==> src/rtl/wb_regfile_pkg.sv <==
// Shared CPU constants: datapath width, register-address width and the
// bit layout of the writeback control field carried by the pipeline registers.
package wb_regfile_pkg;

    localparam int CPU_DATA_W   = 32;
    localparam int CPU_REG_AW   = 5;
    localparam int WB_CTRL_W    = 2;
    localparam int REGWRITE_BIT = 1;
    localparam int MEMTOREG_BIT = 0;

    // Writeback control field as it travels down the pipeline.
    typedef logic [WB_CTRL_W-1:0] wb_ctrl_t;

    // True when the control field requests a register-file write.
    function automatic logic wb_reg_write(input wb_ctrl_t ctrl);
        return ctrl[REGWRITE_BIT];
    endfunction

    // True when the writeback value comes from data memory, not the ALU.
    function automatic logic wb_mem_to_reg(input wb_ctrl_t ctrl);
        return ctrl[MEMTOREG_BIT];
    endfunction

endpackage

==> src/rtl/wb_regfile_select.sv <==
// Writeback select: picks the writeback value, qualifies the write enable
// (register 0 is never a target) and exposes both to the forwarding unit.
module wb_select
    import wb_regfile_pkg::*;
#(
    parameter int DATA_W = CPU_DATA_W
) (
    input  logic [WB_CTRL_W-1:0]  wb_in,
    input  logic [DATA_W-1:0]     dm_in,
    input  logic [DATA_W-1:0]     add_in,
    input  logic [CPU_REG_AW-1:0] rd_in,
    output logic                  wen,
    output logic [DATA_W-1:0]     wdata,
    output logic                  fwd_en,
    output logic [CPU_REG_AW-1:0] fwd_rd,
    output logic [DATA_W-1:0]     fwd_data
);

    // Data mux and write qualification; purely combinational, zero latency.
    always_comb begin
        // NOTE: every output gets a default first so no path can infer a latch.
        wdata = add_in;
        wen   = 1'b0;
        if (wb_mem_to_reg(wb_in)) begin
            wdata = dm_in;
        end
        if (wb_reg_write(wb_in) && (rd_in != '0)) begin
            wen = 1'b1;
        end
    end

    assign fwd_en   = wen;
    assign fwd_rd   = rd_in;
    assign fwd_data = wdata;

endmodule

==> src/rtl/wb_regfile.sv <==
// Pipeline register file with writeback stage: two combinational read ports
// with same-cycle write bypass, a hard-wired zero register and a count of
// committed writes.
module wb_regfile
    import wb_regfile_pkg::*;
#(
    parameter int DATA_W = CPU_DATA_W,
    parameter int NREGS  = 32
) (
    input  logic                  clk,
    input  logic                  rst,
    input  logic [WB_CTRL_W-1:0]  wb_in,
    input  logic [DATA_W-1:0]     dm_in,
    input  logic [DATA_W-1:0]     add_in,
    input  logic [CPU_REG_AW-1:0] rd_in,
    input  logic [CPU_REG_AW-1:0] rs_addr,
    input  logic [CPU_REG_AW-1:0] rt_addr,
    output logic [DATA_W-1:0]     rs_data,
    output logic [DATA_W-1:0]     rt_data,
    output logic                  fwd_en,
    output logic [CPU_REG_AW-1:0] fwd_rd,
    output logic [DATA_W-1:0]     fwd_data,
    output logic [31:0]           wr_count
);

    logic              wen;
    logic [DATA_W-1:0] wdata;
    logic [DATA_W-1:0] regs [NREGS];

    wb_select #(
        .DATA_W   (DATA_W)
    ) u_wb_select (
        .wb_in    (wb_in),
        .dm_in    (dm_in),
        .add_in   (add_in),
        .rd_in    (rd_in),
        .wen      (wen),
        .wdata    (wdata),
        .fwd_en   (fwd_en),
        .fwd_rd   (fwd_rd),
        .fwd_data (fwd_data)
    );

    // Register array and write counter; reset wins over a same-cycle write.
    always_ff @(posedge clk) begin
        if (rst) begin
            // NOTE: the array is reset explicitly because software relies on
            // every architectural register reading zero after reset.
            for (int i = 0; i < NREGS; i++) begin
                regs[i] <= '0;
            end
            // NOTE: state is updated with <= so all edge-triggered updates
            // see pre-edge values regardless of statement order.
            wr_count <= '0;
        end else if (wen) begin
            regs[rd_in] <= wdata;
            wr_count    <= wr_count + 32'd1;
        end
    end

    // Read port A: zero register, then same-cycle bypass, then stored value.
    always_comb begin
        if (rs_addr == '0) begin
            rs_data = '0;
        end else if (wen && (rd_in == rs_addr)) begin
            rs_data = wdata;
        end else begin
            rs_data = regs[rs_addr];
        end
    end

    // Read port B: same priority as port A so equal addresses read equal data.
    always_comb begin
        if (rt_addr == '0) begin
            rt_data = '0;
        end else if (wen && (rd_in == rt_addr)) begin
            rt_data = wdata;
        end else begin
            rt_data = regs[rt_addr];
        end
    end

endmodule

==> config.mk <==
export PLATFORM = sky130hd
export DESIGN_NAME = wb_regfile
export DESIGN_NICKNAME = d
export VERILOG_FILES = /design/src/rtl/wb_regfile_pkg.sv /design/src/rtl/wb_regfile_select.sv /design/src/rtl/wb_regfile.sv
export SDC_FILE = /design/constraint.sdc
export NUM_CORES = 2
export LEC_CHECK = 0
export CAP_MARGIN = 20
export CELL_PAD_IN_SITES_DETAIL_PLACEMENT = 1
export CELL_PAD_IN_SITES_GLOBAL_PLACEMENT = 2
export CORE_MARGIN = 3
export CORE_UTILIZATION = 40
export CTS_BUF_LIST = sky130_fd_sc_hd__clkbuf_16
export DETAILED_ROUTE_END_ITERATION = 6
export PLACE_DENSITY_LB_ADDON = 0.05
export SLEW_MARGIN = 20
export SYNTH_ARGS = -nofsm -noshare
export SYNTH_HDL_FRONTEND = slang
export SYNTH_SLANG_ARGS = --single-unit
==> constraint.sdc <==
create_clock -name clk -period 3.09 [get_ports clk]
set_input_delay 0.618 -clock clk [delete_from_list [all_inputs] [get_ports clk]]
set_output_delay 0.618 -clock clk [all_outputs]
set_load 0.1 [all_outputs]
Yosys cells after proc, flatten, opt, wreduce, memory -nomap -nowiden
Memory sizes are Yosys's and may differ from the RTL's.
Index checks and enable logic that the tools add are counted.
Word-level totals
  flip-flop bits (word level): 32
  memory bits (writable): 1024
  output and inout port bits: 134
  word-level logic and storage cells: 26
  memories: 1
Memory list
  regs: depth 32, bits a word 32, read ports 2, clocked after memory_dff 0, write ports 32, RTL line wb_regfile.sv:28  | logic [DATA_W-1:0] regs [NREGS];
Operators by class
  add/sub/neg operators: 1
  eq/ne operators: 2
  muxes and demuxes: 14
  reduce and logical (&&, ||, !) cells: 7
Operator list (number)
  $mux W32: 6
  $add A32 B1 Y32 const B: 1
  $reduce_or A32 Y1: 1
  $eq A5 B5 Y1: 2
  $logic_not A5 Y1: 2
  $mux W1: 7
  $mux W5: 1
  $reduce_bool A5 Y1: 1
  $logic_and A1 B1 Y1: 3

Depth between registers and ports, before layout
  depth after elaboration: 8
  depth in mapped cells: 11

Cells and area by module
From an unflattened synthesis, not the netlist that was laid out.
Second synthesis, totals
  cells, all modules: 3974
  area total of the unflattened synthesis: 58219.6 sq um
Modules (own cells, without submodules)
  wb_regfile: instances 1, cells each 3898, area an instance 57531.4 sq um, seq. area each 31390.1 sq um
  wb_select: instances 1, cells each 76, area an instance 688.2 sq um, seq. area each 0.0 sq um

Worst setup path after synthesis
No wires, ideal clock.
  path type: input to output
  from: in rd_in[3]
  to: out rt_data[18]
  arrival time: 4.392 ns
  required time: 2.472 ns
  slack: -1.920 ns
  cell stages on the path: 7
  path buffers: 2
  cell sequence: or3_1 > o21ai_2 > inv_2 > and4_1 > clkbuf_1 > clkbuf_1 > a211oi_1
Between the ends
  cells in the longest elaborated chain, start to end: 6
  elaborated cells on any way between the ends: 7
Ends and longest elaborated chain
  start: declaration: RTL line wb_regfile.sv:15  | input logic [CPU_REG_AW-1:0] rd_in,
  $reduce_bool A5 Y1: RTL line wb_regfile_select.sv:27  | if (wb_reg_write(wb_in) && (rd_in != '0)) begin
  $logic_and A1 B1 Y1: RTL line wb_regfile_select.sv:27
  $mux W1: RTL line wb_regfile_select.sv:27
  net fwd_en: RTL line wb_regfile.sv:20  | output logic fwd_en,
  $logic_and A1 B1 Y1: RTL line wb_regfile.sv:76  | end else if (wen && (rd_in == rt_addr)) begin
  $mux W32: RTL line wb_regfile.sv:76
  $mux W32: RTL line wb_regfile.sv:74  | if (rt_addr == '0) begin
  end: declaration: RTL line wb_regfile.sv:19  | output logic [DATA_W-1:0] rt_data,
The timed path passes the listed nets, and every way through them passes these cells.

==> results.ini <==
[route]
met2_length_mm = 118
wl_met3_mm = 24.1
drt-met1-wl_mm = 95.5
routed_wl_mm = 251
highest_layer = met4
drt_iter0_drc = 5665
drc = 0
avgRoutedWirePerCell_um = 38.3
vias_per_cell = 6.46
firstDrtPassIters = 7
vias = 42300
drtAntennaViolNets = 0

[logic_synthesis]
ys_seq_area_frac = 0.571
synth_warnings = 0
synth_enable_flop_cells = 1024
async_flop_share = 0
ys_ff_latch = 1056
synthesis.instances = 3952
yosys_most_used_dff = edfxtp_1
ys_types = 63
syn_area_per_cell_um2 = 13.9
syn_area_um2 = 54900

[die]
fp.dieW_um = 377
rows = 135
io_pins = 217
die_h_um = 377
fp.dieArea_um2 = 142000
coreArea_um2 = 136000
start_util = 0.404

[timing]
grt_setup_unrepaired = yes
setup_viol = 64
fin_crit_ns = 3.62
period_share = 1.17
slew_headroom = 0.509
clock_skew_ns = 0.0102
final_max_slew_viol_count = 0
fin_ws_ns = -0.526
hold_slack_ns = 0.394
max_freq_mhz = 277
hold_violations = 0
worstMarginPinSlew_ns = 0.737

[power_and_ir_drop]
power.leakage_nw = 27.2
seq_power_share = 0.421
max-vdd-ir-drop_mv = 0.480
p_switching_mw = 12.0
swShare = 0.297
combPwrFrac = 0.228
p_per_area_nw_per_um2 = 536
clock_power_share = 0.351
p_int_mw = 28.2

[setup_path]
cp-start-kind = register
required_ns = 2.47
r2r-start = wr_count[0]
critPathArrivalTime_ns = 3.00
timing.reg2reg.setup_slack_ns = 0.82
crit_type = reg2out
path_max_fanout = 2
cp-end-kind = output pin
reg2regPathDepth = 7
r2r_end = wr_count[20]

[clock_tree]
cts_tree = built
clock-sinks = 1056
root_buffer = clkbuf_16
clkLatencyLatePin_ns = 0.73
clk_pin_slew_ns = 0.06
h-tree-depth = 3
cts_max_path_buffers = 3
cts_hold_buf = 0
numCtsBuffers = 119

[layout]
postLayoutCoreUtil = 0.551
syn_to_final_growth_pct = 36.5
final_cells = 6537
final_nets = 4742
num_antenna_cells = 0
fillerInstances = 12700
drive_above_1_share = 0.423

[hold_path]
min_path_cells = 3
hold_start = rst
holdPathEnd = wr_count[2]
hold_path_class = in2reg

[global_route]
grt_pass1_vias = 44100
grt.overflow.total = 0
grt_usage = 0.350
grt_max_degree = 61
antenna_found_initial = 6
grt_pass1_wl_mm = 347

[run]
maxCapViolCount = 0

[place]
dp_hpwl_mm = 161
portBuffers = 216
dp_cells = 6162
place_congestion = 0.883

[outcome]
violations = negative setup slack
run_status = complete, but fails checks

-- power groups by stage --
stage | clock network [mW] | logic, mW | registers [mW]
6_report | 14.1 | 9.16 | 16.9
5_1_grt | 14.8 | 9.36 | 17.0
4_1_cts | 14.3 | 8.76 | 16.9
3_5_place_dp | 0 | 8.04 | 17.2
3_3_place_gp | 0 | 7.98 | 17.1
2_1_floorplan | 0 | 4.48 | 17.0
-- cell usage in the layout, fill, tap and decap left out, types with 18 or more instances in the layout --
master	count
edfxtp_1	1024
a221oi_1	21
nand2_1	86
mux2i_4	40
o22ai_4	26
conb_1	32
clkdlybuf4s50_1	64
nand2_2	54
a21oi_4	31
xnor2_1	19
clkinv_2	29
buf_12	302
a211oi_4	39
o21ai_1	19
buf_16	32
nand2b_2	31
mux2i_1	162
a221oi_2	38
clkbuf_16	125
buf_6	81
dfxtp_1	32
o21ai_0	18
nor2_1	1025
mux4_2	482
inv_1	62
clkinv_1	25
buf_8	25
buf_4	457
-- registers in the layout, indices dropped and copies added (netlist names) --
| name | count |
|---|---|
| wr_count | 32 |
| regs | 1024 |
-- layout make-up --
cell class              instances  area (µm²)  share of cell area
flip-flops and latches       1056       31400               0.419
well taps                    1781        2230              0.0297
multi-input cells            2462       24900               0.332
clock inverters                99         785              0.0105
repair buffers                972       12500               0.167
clock buffers                 120        3000              0.0400
inverters                      47         196             0.00262
-- synth_stat cells, drive strengths merged (2+ instances only) --
cell | number | area [µm²]
nor2 | 1029 | 3860
edfxtp | 1024 | 30700
mux4 | 482 | 10900
clkbuf | 283 | 1060
mux2i | 219 | 2190
nand2 | 147 | 552
buf | 135 | 971
a221oi | 70 | 644
a21oi | 64 | 320
o21ai | 56 | 284
a211oi | 54 | 405
inv | 47 | 176
nand2b | 35 | 219
dfxtp | 32 | 641
o22ai | 31 | 194
a22oi | 26 | 195
and3 | 24 | 150
nor3 | 23 | 115
xnor2 | 23 | 201
a31oi | 19 | 119
nor2b | 17 | 106
or3 | 15 | 93.8
a221o | 13 | 130
nand3 | 10 | 50.1
nand4 | 8 | 50.1
xor2 | 8 | 70.1
a311o | 6 | 60.1
o2111ai | 6 | 52.6
o211ai | 6 | 45.0
a2111oi | 5 | 68.8
nor3b | 5 | 37.5
or2 | 5 | 31.3
and4 | 4 | 35.0
a21o | 2 | 15.0
and2 | 2 | 12.5
and3b | 2 | 17.5
mux2 | 2 | 22.5
nor4 | 2 | 18.8
nor4b | 2 | 38.8
-- metrics by stage --
step	setup slack [ns]	total power [mW]	TNS, ns	cell area (µm²)
2_1_floorplan	-0.377	21.5	-17.94	56400
3_3_place_gp	-0.816	25.0	-61.94	66400
3_5_place_dp	-0.924	25.2	-76.80	66400
4_1_cts	-0.484	39.9	-18.37	73600
5_1_grt	-0.529	41.1	-22.48	75000
6_report	-0.526	40.2	-20.38	75000
-- layer usage --
metal | track usage | up-vias
met5 | 0 | -
met4 | 0.159 | 0
met3 | 0.0705 | 576
met2 | 0.561 | 2635
met1 | 0.463 | 22500
li1 | - | 16500
-- how the worst max path moves through the flow --
stage,from,slack (ns),to
5_1_grt,regs[26][8],-0.53,rt_data[8]
4_1_cts,regs[11][12],-0.48,rt_data[12]
6_report,regs[25][8],-0.53,rt_data[8]
3_3_place_gp,rd_in[4],-0.82,rs_data[9]
2_1_floorplan,rs_addr[0],-0.38,rs_data[9]
3_5_place_dp,rd_in[0],-0.92,rs_data[9]
-- cells by family (layout without fill, tap and decap cells) --
kind of cell,Yosys count,count (layout),share of synthesized area
compound gates,364,364,0.0471
xor+xnor,31,31,0.00494
fa+ha+maj,1,1,0.000228
buf+inv,465,1238,0.0402
flops,1056,1056,0.571
mux,703,703,0.238
other cells,1,32,0.0000683
simple gates,1331,1331,0.0982
-- timing repair --
item                       in CTS  in global routing
pin swaps                     111                137
buffers inserted              101                 68
resized for setup             395                237
gates cloned                   22                  5
setup endpoints to repair      64                 64
-- critical path: stages (launching register included) --
cell      delay (ns)
edfxtp_1        0.40
mux4_2          0.52
mux4_2          0.64
a211oi_4        0.38
a21oi_4         0.09
buf_12          0.20
Note: power is estimated with default switching activity, not from simulation.
